**config.mk**
```make
export PLATFORM = sky130hd
export DESIGN_NAME = cdf_builder
export DESIGN_NICKNAME = d
export VERILOG_FILES = /design/src/rtl/cdf_builder.sv
export SDC_FILE = /design/constraint.sdc
export NUM_CORES = 1
export LEC_CHECK = 0
export ABC_AREA = 1
export ABC_CLOCK_PERIOD_IN_PS = 2800
export CORE_MARGIN = 3
export CORE_UTILIZATION = 35
export CTS_CLUSTER_DIAMETER = 60
export DETAILED_ROUTE_END_ITERATION = 7
export HOLD_SLACK_MARGIN = 0.03
export PLACE_DENSITY = 0.71
export SYNTH_ARGS = -nofsm -noshare
export SYNTH_HDL_FRONTEND = slang
export SYNTH_SLANG_ARGS = --single-unit
```
**constraint.sdc**
```tcl
create_clock -name clock -period 2.8 [get_ports clock]
set_input_delay 0.28 -clock clock [delete_from_list [all_inputs] [get_ports clock]]
set_output_delay 0.28 -clock clock [all_outputs]
set_load 0.005 [all_outputs]
```
**src/rtl/cdf_builder.sv**
```systemverilog
// Builds the cumulative histogram (CDF) from M1 scratchpad counts into M2,
// then publishes CdfMin and divisor for the equalisation output stage.
module cdf_builder #(
  parameter int                NUM_BINS  = 256,
  parameter int                COUNT_W   = 20,
  parameter int                ADDR_W    = 16,
  parameter logic [ADDR_W-1:0] HIST_BASE = '0,
  parameter logic [ADDR_W-1:0] CDF_BASE  = '0
) (
  input  logic               clock,
  input  logic               reset_n,
  input  logic               start,
  output logic [ADDR_W-1:0]  M1SP_ReadAddress,
  input  logic [127:0]       M1SP_ReadBus,
  output logic               M2SP_WriteEnable,
  output logic [ADDR_W-1:0]  M2SP_WriteAddress,
  output logic [127:0]       M2SP_WriteBus,
  output logic [COUNT_W-1:0] CdfMin,
  output logic [COUNT_W-1:0] divisor,
  output logic               done
);

  localparam int               IDX_W    = $clog2(NUM_BINS);
  localparam logic [IDX_W-1:0] LAST_IDX = IDX_W'(NUM_BINS - 1);

  typedef enum logic [1:0] {IDLE, READ, DRAIN, FINISH} state_t;

  state_t             state_q, state_d;
  logic [IDX_W-1:0]   idx_q, idx_d;
  logic               drain_q, drain_d;
  logic               cap_valid_q, cap_valid_d;
  logic [IDX_W-1:0]   cap_idx_q, cap_idx_d;
  logic [COUNT_W-1:0] acc_q, acc_d;
  logic               min_found_q, min_found_d;
  logic [COUNT_W-1:0] min_run_q, min_run_d;
  logic               wr_en_q, wr_en_d;
  logic [ADDR_W-1:0]  wr_addr_q, wr_addr_d;
  logic [COUNT_W-1:0] wr_data_q, wr_data_d;
  logic [COUNT_W-1:0] cdf_min_q, cdf_min_d;
  logic [COUNT_W-1:0] divisor_q, divisor_d;

  logic               clear_run;
  logic [COUNT_W:0]   sum;
  logic [COUNT_W-1:0] acc_sat;
  logic [COUNT_W-1:0] diff;
  logic               unused_bits;

  assign unused_bits = ^M1SP_ReadBus[127:COUNT_W];

  always_comb begin
    state_d   = state_q;
    idx_d     = idx_q;
    drain_d   = drain_q;
    clear_run = 1'b0;
    case (state_q)
      IDLE: begin
        if (start) begin
          state_d   = READ;
          idx_d     = '0;
          clear_run = 1'b1;
        end
      end
      READ: begin
        idx_d = idx_q + IDX_W'(1);
        if (idx_q == LAST_IDX) begin
          state_d = DRAIN;
          drain_d = 1'b0;
        end
      end
      DRAIN: begin
        drain_d = 1'b1;
        if (drain_q) state_d = FINISH;
      end
      FINISH:  state_d = IDLE;
      default: state_d = IDLE;
    endcase
  end

  // Capture stage sees the count one cycle after its address; the sum is one
  // bit wider so overflow clamps to all-ones and then stays there.
  always_comb begin
    sum         = {1'b0, acc_q} + {1'b0, M1SP_ReadBus[COUNT_W-1:0]};
    acc_sat     = sum[COUNT_W] ? '1 : sum[COUNT_W-1:0];
    cap_valid_d = (state_q == READ);
    cap_idx_d   = idx_q;
    acc_d       = acc_q;
    min_found_d = min_found_q;
    min_run_d   = min_run_q;
    if (clear_run) begin
      acc_d       = '0;
      min_found_d = 1'b0;
      min_run_d   = '0;
    end else if (cap_valid_q) begin
      acc_d = acc_sat;
      if (!min_found_q && (acc_sat != '0)) begin
        min_found_d = 1'b1;
        min_run_d   = acc_sat;
      end
    end
    wr_en_d   = cap_valid_q;
    wr_addr_d = cap_valid_q ? CDF_BASE + ADDR_W'(cap_idx_q) : '0;
    wr_data_d = cap_valid_q ? acc_sat : '0;
  end

  // Results are latched as FINISH is entered so they are valid alongside done.
  always_comb begin
    diff      = acc_q - min_run_q;
    cdf_min_d = cdf_min_q;
    divisor_d = divisor_q;
    if (state_q == DRAIN && drain_q) begin
      cdf_min_d = min_run_q;
      divisor_d = (diff == '0) ? COUNT_W'(1) : diff;
    end
  end

  always_ff @(posedge clock or negedge reset_n) begin
    if (!reset_n) begin
      state_q     <= IDLE;
      idx_q       <= '0;
      drain_q     <= 1'b0;
      cap_valid_q <= 1'b0;
      cap_idx_q   <= '0;
      acc_q       <= '0;
      min_found_q <= 1'b0;
      min_run_q   <= '0;
      wr_en_q     <= 1'b0;
      wr_addr_q   <= '0;
      wr_data_q   <= '0;
      cdf_min_q   <= '0;
      divisor_q   <= '0;
    end else begin
      state_q     <= state_d;
      idx_q       <= idx_d;
      drain_q     <= drain_d;
      cap_valid_q <= cap_valid_d;
      cap_idx_q   <= cap_idx_d;
      acc_q       <= acc_d;
      min_found_q <= min_found_d;
      min_run_q   <= min_run_d;
      wr_en_q     <= wr_en_d;
      wr_addr_q   <= wr_addr_d;
      wr_data_q   <= wr_data_d;
      cdf_min_q   <= cdf_min_d;
      divisor_q   <= divisor_d;
    end
  end

  assign M1SP_ReadAddress  = (state_q == READ) ? HIST_BASE + ADDR_W'(idx_q) : '0;
  assign M2SP_WriteEnable  = wr_en_q;
  assign M2SP_WriteAddress = wr_addr_q;
  assign M2SP_WriteBus     = {{(128 - COUNT_W){1'b0}}, wr_data_q};
  assign CdfMin            = cdf_min_q;
  assign divisor           = divisor_q;
  assign done              = (state_q == FINISH);

endmodule

```
# ---- Word-level counts from Yosys, hierarchy flattened
# Index checks and enable logic that the tools add are counted.
dict set report classes {
  n_mux 23
  add_sub_neg 3
  eq_ne 7
  n_reduce_logical 14
}
# cell count
set ops {}
lappend ops {{20-bit two-way mux} 8}
lappend ops {{8-bit two-way mux} 3}
lappend ops {{20-bit by 20-bit adder with 21-bit output} 1}
lappend ops {{20-bit zero test} 1}
lappend ops {{20-bit nonzero test} 1}
lappend ops {{20-bit subtractor} 1}
lappend ops {{8-bit case mux with 2 select lines} 1}
lappend ops {{8-bit by 1-bit adder with 8-bit output (second input constant)} 1}
lappend ops {{8-bit equality test (second input constant)} 1}
lappend ops {{2-bit case mux with 4 select lines} 1}
lappend ops {{2-bit nonzero test} 4}
lappend ops {{1-bit two-way mux} 6}
lappend ops {{2-bit two-way mux} 3}
lappend ops {{2-bit AND reduction} 3}
lappend ops {{2-bit equality test (second input constant)} 2}
lappend ops {{2-bit != test (second input constant)} 2}
lappend ops {{3-bit AND reduction} 1}
lappend ops {{2-bit by 1-bit equality test with 1-bit output (second input constant)} 1}
lappend ops {{1-bit logical AND} 2}
lappend ops {{2-bit zero test} 1}
lappend ops {{2-bit by 1-bit != test with 1-bit output (second input constant)} 1}
lappend ops {{1-bit case mux with 2 select lines} 1}
lappend ops {{1-bit zero test} 1}
dict set report word_totals {
  word_cells 60
  output_inout_bits 202
  input_bits 131
  register_bits 130
}

# ---- Logic depth before layout (Yosys ltp)
# Gate-level depths: netlist of the first run.
dict set report logic_depth {
  word_depth 7
  ltp_mapped 19
}

# ---- Worst setup path before layout of the first run
# OpenSTA, ideal clock, no wires.
dict set report synth_timing {
  kind {register to register}
  from {register acc_q[0]}
  to {register min_run_q[0]}
  required_time_ps 2683
  n_path_buf 1
  t_arrival_ps 2252
  path_stages_with_launch 15
  slack_ps 431
  synth_period_minus_slack_ps 2369
  path_cell_list {dfrtp_1 > ha_1 > fa_1 > nand2_1 > nand2_1 > nand3_1 > nand2_1 > a21oi_1 > xor2_1 > nand3_1 > nor2_1 > nand3_2 > buf_2 > nand4_1 > nand2_1}
}
dict set report synth_between {
  elab_chain_cells 6
}
# element line
set synth_lines {}
lappend synth_lines {{from (decl)} 33} ;# logic [COUNT_W-1:0] acc_q, acc_d;
lappend synth_lines {{from (signal assigned)} 123} ;# acc_q <= '0;
lappend synth_lines {{from (signal assigned)} 137} ;# acc_q <= acc_d;
lappend synth_lines {{20-bit by 20-bit adder with 21-bit output *} 82} ;# sum = {1'b0, acc_q} + {1'b0, M1SP_ReadBus[COUNT_W-1:0]};
lappend synth_lines {{20-bit two-way mux *} 83} ;# acc_sat = sum[COUNT_W] ? '1 : sum[COUNT_W-1:0];
lappend synth_lines {{20-bit nonzero test} 95} ;# if (!min_found_q && (acc_sat != '0)) begin
lappend synth_lines {{1-bit logical AND} 95}
lappend synth_lines {{2-bit nonzero test (no line)} --}
lappend synth_lines {{2-bit AND reduction (no line)} --}
lappend synth_lines {{to (signal assigned)} 139} ;# min_run_q <= min_run_d;
lappend synth_lines {{to (decl)} 35} ;# logic [COUNT_W-1:0] min_run_q, min_run_d;
# Mark *: on every way between the ends. The rest lies on a longest branch, timed or not. The select of a mux whose other input is x is not followed.
# A chain may end at the register's enable or synchronous reset.

# ---- Final worst setup path of the first run
dict set report layout_timing {
  from {register acc_q[0]}
  to {register min_run_q[1]}
}
# Same word-level chain as after synthesis.

==> results by group, run 1 <==
Routing
  – DRC violations left: 0
  – Vias: ~7.3k
  – DRT antenna net count: 0
  – Drt wl/cell: around 14 um
  – Vias per inst: 4.58
  – Drt pass-1 iters: 5
  – Drt total wl: roughly 22 mm
  – Initial DRC count: 567

Clocking
  – Clk pin slew, worst setup/hold paths: 0.06 ns
  – Max H-tree Level: 4
  – Clk buf depth: 2
  – CTS tree: built
  – Clock tree root buffer cell: clkbuf_16
  – Clock Latency Late Sink: about 0.43 ns
  – TritonCTS buffer count: 17
  – Clock sinks: 130

Setup path
  – Worst setup path endpoint: min_run_q[1]
  – RR Startpoint: acc_q[0]
  – Critical path fanouts, max: 5
  – Critical path class: reg2reg
  – FF-to-FF path depth: 18
  – Reg-to-reg critical path endpoint: min_run_q[1]
  – R2R setup slack: between 0.2 and 0.25 ns
  – Worst Path Required: around 3.2 ns
  – Crit. path cell count: 18
  – Worst setup EP type: flip-flop
  – CP Cell Sequence: ha_2, fa_2, nand2_2, nand2_4, nand3_1, nand2_2, nand2_2, nand2_1, nand2_1, nand2_1, inv_1, nand4_1, nor2_2, nand3_2, nand2_4, clkbuf_16, nand3_1, nand2_1
  – Most frequent CP cell: nand2_1
  – CP Data Arrival Time: around 3.0 ns
  – Slowest CP cell: dfrtp_1
  – Start point of the critical path: acc_q[0]
  – Buffers & Inverters on Critical Path: 2
  – CP peak stage delay: ~0.41 ns
  – Largest delay contributor family on the critical path: simple AND/OR/NAND/NOR gates
  – Setup crit start kind: flip-flop

Synth
  – Top cells by area, synth: dfrtp_1 39%, nand2_1 13%, buf_4 11%, ha_1 6.6%, inv_1 5.4%
  – Post-synth EDFFs: 0
  – Netlist Area Pre-Place: 8340 sq um
  – Area leader, netlist: dfrtp_1
  – Syn_area_per_cell: between 7 and 8 sq um
  – Synth Instances: about 1.1k
  – Synthesized flop and latch total: 130
  – Yosys warns: 0
  – Ys flop type: dfrtp_1
  – Yosys cell types: 40
  – Async SR Flop Fraction: 100%
  – Sequential area share after synthesis: roughly two fifths
  – Yosys top cell area share: slightly below 40%

Cells and area
  – Fin util: about 45%
  – Fin area: 10300 sq um
  – Inserted Diodes: 0
  – Layout area overhead: 23.7%
  – # nets final: 1435
  – Fraction of layout cells with a size suffix above 1: 8.90%

Floorplan
  – Chip width: 160 um
  – Starting Density: a little over a third
  – Ports: 333
  – Area of the core: roughly 23000 sq um
  – Row count: 55
  – Die area: 25700 sq um
  – Die Height: about 160 um

Pwr
  – Pwr dens: about 1300 nW/um^2
  – Worst VDD drop: 0.000578 V
  – Pwr Total: roughly 13 mW
  – Leakage power: around 5.5 nW

GRT
  – Total track usage: between 15 and 20%
  – Maximum number of pins on one net before global-route repair: 67
  – Antenna violations before repair: 0
  – Vias in the first global route: between 6k and 7k
  – Grt total ovfl: 0
  – First-pass GRT wire length: around 35 mm

STA
  – Fin crit period: 2.60 ns
  – Max Fclk: between 300 and 400 MHz
  – Worst slew pin tran: about 0.78 ns
  – Worst Clk Skew: roughly 0.011 ns
  – Normalized max-slew margin: a little under half
  – Final Max Slew Viols: 0
  – Final Hold Viols: 0
  – RSZ-0062 raised after global routing: yes
  – Final hold slack: 0.403 ns
  – Fin crit share: a little over 90%
  – Setup violators final: 0
  – Setup TNS Final: 0 ns

Place
  – Final GP Congestion: between 0.9 and 1
  – I/O Buffers: 100
  – Placed cell area: roughly 9600 sq um
  – HPWL Detailed: around 17 mm

Run
  – Max Cap Viol: 0

Status
  – Status: finished clean

Min path
  – Hold WC Path Type: in2async
==> routing by layer <==
| layer | global-route usage, % | share of wire (%) |
|---|---|---|
| met1 | 20.5 | 42 |
| met2 | 29.1 | 50 |
| met3 | 3.20 | 6.6 |
| met4 | 5.29 | 2.0 |
| met5 | 0 | 0 |
==> placed cells by master (no fill, tap or decap), types with 3 or more instances in the layout <==
cell and instances:
nor3_1 7, nand3_1 78, conb_1 124, a21oi_1 71
xor2_1 8, nand2_1 286, buf_4 51, clkbuf_8 3
nand3b_1 3, bufinv_16 3, nor2_2 3, xnor2_1 9
ha_1 43, nor3b_1 3, o21bai_1 5, o21ai_0 46
nand2_2 7, clkbuf_16 18, buf_12 3, clkinvlp_4 3
inv_1 119, nor2_1 90, clkdlybuf4s50_1 99, nand3_2 6
dfrtp_1 130, nor4_1 4, nand4_1 17
==> layout make-up <==
type | instances | area (sq um)
fill | 2303 | 12700
inverter | 121 | 454
timing repair buffer | 156 | 1480
multi-input combinational | 832 | 4120
sequential | 130 | 3250
clock buffer | 20 | 467
clock inverter | 11 | 153
tap | 313 | 392
==> stage by stage <==
step / worst slack (ns) / cells
after detailed placement: -0.209 / 1548
after global placement: -0.191 / 1548
after floorplan: 0.431 / 1234
after CTS: 0.0517 / 1580
final: 0.202 / 1583
after global routing: -0.0534 / 1583
==> how the worst min path moves through the flow <==
stage,cells past startpoint,endpoint,slack [ns],startpoint
2_1_floorplan,0,CdfMin[0],-0.02,reset_n
3_3_place_gp,1,divisor[0],0.32,reset_n
3_5_place_dp,1,divisor[0],0.32,reset_n
4_1_cts,2,M2SP_WriteAddress[1],0.41,reset_n
5_1_grt,2,M2SP_WriteAddress[5],0.45,cap_idx_q[5]
6_report,2,divisor[14],0.40,reset_n
==> synthesized netlist by cell type, types with 9 or more instances <==
cell / n
dfrtp_1: 130
nand2_1: 294
nand3_1: 83
o21ai_0: 46
buf_4: 125
xnor2_1: 9
a21oi_1: 73
inv_1: 119
nor2_1: 92
ha_1: 44
clkbuf_1: 18
nand4_1: 17
==> power by group <==
group / leakage, nW / internal [mW] / switching, mW
Clock: 0.295 / 1.47 / 0.870
Sequential: 1.68 / 2.65 / 0.504
Combinational: 3.52 / 3.26 / 4.66
==> what timing repair did <==
action                     CTS  global route
buffers inserted             0             1
hold buffers                 1             0
hold endpoints to repair    41             0
gates resized for setup      0            21
setup endpoints to repair    0            21
==> flip-flops by register name (all words and copies together), names as in the netlist <==
signal and flops:
wr_data_q 20, cap_idx_d 8, acc_q 20, divisor 20
min_found_q 1, cap_idx_q 8, drain_q 1, CdfMin 20
state_q 2, cap_valid_q 1, M2SP_WriteAddress 8, min_run_q 20
M2SP_WriteEnable 1
==> cells by family after synthesis <==
group | count (synthesis) | synth area share (%)
xor gates and xnor gates | 17 | 1.78
other | 1 | 0.0449
AOI/OAI and AO/OA | 132 | 8.28
and+or+nand+nor | 513 | 25.7
adders and majority gates | 46 | 7.08
DFF | 130 | 39.0
buffers and inverters | 272 | 18.1
No activity file was read; power rests on OpenSTA's default activity.
==> inputs of run 2 (changes only) <==
Settings changed: CORE_UTILIZATION 35 to 45, PLACE_DENSITY 0.71 to 0.87.
==> results by group, run 2 (synthesized netlist as in run 1, its figures left out) <==
STA
  – RSZ-0062 raised after global routing: no
  – Fin crit period: 2.60 ns (+0.00483 ns)
  – Setup violators final: 0 (unchanged)
  – Final Hold Viols: 0 (unchanged)
  – Final Max Slew Viols: 0 (unchanged)
  – Fin crit share: 93.0% (+0.17 points)
  – Worst Clk Skew: 0.00978 ns (-0.000925 ns)
  – Max Fclk: 384 MHz (-0.19%)
  – Normalized max-slew margin: 52.7% (+5.2 points)
  – Worst slew pin tran: 0.707 ns (-0.0770 ns)
  – Slack of the critical path: 0.197 ns (-0.00483 ns)
  – Setup TNS Final: 0 ns (unchanged)

Cells and area
  – Inserted Diodes: 0 (unchanged)
  – Fraction of layout cells with a size suffix above 1: 8.14% (-0.76 points)
  – Final cell count without fillers: 1495 (-5.6%)
  – Layout area overhead: 21.0%
  – Fin area: 10100 sq um (-2.1%)
  – Commonest non-fill, non-tap cell in the layout: nand2_1
  – Most frequent cells in the layout: 289 x nand2_1, 129 x dfrtp_1, 124 x conb_1, 119 x inv_1, 99 x clkdlybuf4s50_1
  – Filler instances: 1613 (-30%)
  – # nets final: 1430 (-0.35%)

GRT
  – Total track usage: 20.3% (+3.7 points)
  – Antenna violations before repair: 0 (unchanged)
  – Vias in the first global route: 6832 (+1.7%)
  – Grt total ovfl: 0 (unchanged)
  – Maximum number of pins on one net before global-route repair: 73 (+9.0%)
  – First-pass GRT wire length: 33.0 mm (-4.3%)

Place
  – HPWL Detailed: 16.4 mm (-2.7%)
  – I/O Buffers: 100 (unchanged)
  – Placed cells: 1460 (-5.7%)
  – Final GP Congestion: 0.919 (+2.1%)
  – Dpl ws: -0.214 ns (-0.00459 ns)
  – Placed cell area: 9420 sq um (-1.5%)

Routing
  – Drt pass-1 iters: 6 (+1)
  – Drt wl/cell: 14.2 um (+4.1%)
  – WL met3: 1.56 mm (+8.7%)
  – DRT antenna net count: 0 (unchanged)
  – Vias: 7375 (+1.7%)
  – Initial DRC count: 643 (+13%)
  – Met2 routed WL: 10.5 mm (-2.6%)
  – Drt total wl: 21.2 mm (-1.7%)
  – Met1 WL: 8.64 mm (-3.7%)
  – DRC violations left: 0 (unchanged)
  – Highest routed layer: met4
  – Vias per inst: 4.93 (+7.7%)

Pwr
  – Pwr dens: 1310 nW/um^2 (+0.97%)
  – Leakage power: 5.45 nW (-0.91%)
  – Worst VDD drop: 0.000440 V (-24%)

Clocking
  – Clock sinks: 130 (unchanged)
  – CTS tree: built
  – Clk buf depth: 2 (unchanged)
  – Clk pin slew, worst setup/hold paths: 0.06 ns (about the same)
  – Clock Latency Late Sink: 0.43 ns (about the same)
  – TritonCTS buffer count: 17 (unchanged)
  – Max H-tree Level: 4 (unchanged)
  – Clock tree root buffer cell: clkbuf_16

Setup path
  – Worst setup EP type: flip-flop
  – Critical path fanouts, max: 21 (+16)
  – Critical path class: reg2reg
  – Setup crit start kind: flip-flop
  – Worst Path Required: 3.16 ns (about the same)
  – CP Data Arrival Time: 2.96 ns (about the same)

Floorplan
  – Ports: 333 (unchanged)
  – Chip width: 142 um (-11%)
  – Area of the core: 18100 sq um (-22%)
  – Die Height: 142 um (-11%)
  – Die area: 20200 sq um (-21%)
  – Starting Density: 46.1% (+9.9 points)
  – Row count: 49 (-11%)

Run
  – Max Cap Viol: 0 (unchanged)

Status
  – Status: finished clean

Min path
  – Hold WC Path Type: in2async
run 2: what timing repair did:
action | in CTS | in global routing
endpoints found under the setup margin | 0 | 21
gates resized for setup | 0 | 13
setup buffers | 0 | 2
hold buffers | 1 | 0
hold endpoints to repair | 41 | 0
run 2: cell type report:
| type | count | area, sq um | area share [%] |
|---|---|---|---|
| timing repair buffer | 151 | 1410 | 14.0 |
| multi-input combinational | 832 | 4090 | 40.5 |
| clock buffer | 19 | 453 | 4.49 |
| inverter | 121 | 454 | 4.50 |
| sequential | 130 | 3250 | 32.2 |
| clock inverter | 13 | 150 | 1.49 |
| tap | 229 | 287 | 2.84 |
run 2: report_power, final:
| group | internal, mW | switching [mW] | total [mW] |
|---|---|---|---|
| clock network | 1.37 | 0.887 | 2.26 |
| registers | 2.65 | 0.502 | 3.15 |
| logic | 3.20 | 4.65 | 7.85 |
| total | 7.21 | 6.04 | 13.3 |
run 2: worst paths after layout:
| kind | from | to | slack [ns] | depth (start not counted) |
|---|---|---|---|---|
| max in group asynchronous | reset_n | acc_q[1] | 1.62 | 3 |
| setup / recovery | acc_q[3] | min_run_q[3] | 0.20 | 18 |
| min in group clock | cap_idx_q[0] | M2SP_WriteAddress[0] | 0.44 | 2 |
| setup reg to reg | acc_q[3] | min_run_q[3] | 0.20 | 18 |
| hold reg to reg | cap_idx_q[0] | M2SP_WriteAddress[0] | 0.44 | 2 |
| hold / removal | reset_n | M2SP_WriteAddress[1] | 0.39 | 2 |
run 2: per-layer routing:
layer  GRT usage (%)  vias to the layer above
met5               0                        -
met2            34.7                      314
li1                -                     3597
met1            25.6                     3409
met3            4.10                       55
met4            7.53                        0
run 2: stage by stage:
| stage | total power [mW] | util, % | hold WS, ns |
|---|---|---|---|
| after global placement | 10.6 | 52.1 | 0.313 |
| after CTS | 13.2 | 55.5 | 0.399 |
| after detailed placement | 10.8 | 52.1 | 0.312 |
| after global routing | 14.4 | 55.8 | 0.447 |
| final | 13.3 | 55.8 | 0.391 |
| after floorplan | 8.03 | - | -0.0156 |
run 2: worst max-delay path, stage by stage (launching register included):
cell,delay [ns]
dfrtp_1,0.44
ha_1,0.32
or2_1,0.20
nand2_1,0.13
buf_4,0.15
nand2_1,0.06
nand2_1,0.05
nor2_1,0.10
nand2_1,0.06
nor2_1,0.09
nand2_1,0.07
nor2_1,0.10
nand3_1,0.09
nor2_1,0.12
nand3_2,0.12
nand2_2,0.10
buf_12,0.16
nand3_1,0.08
nand2_1,0.09
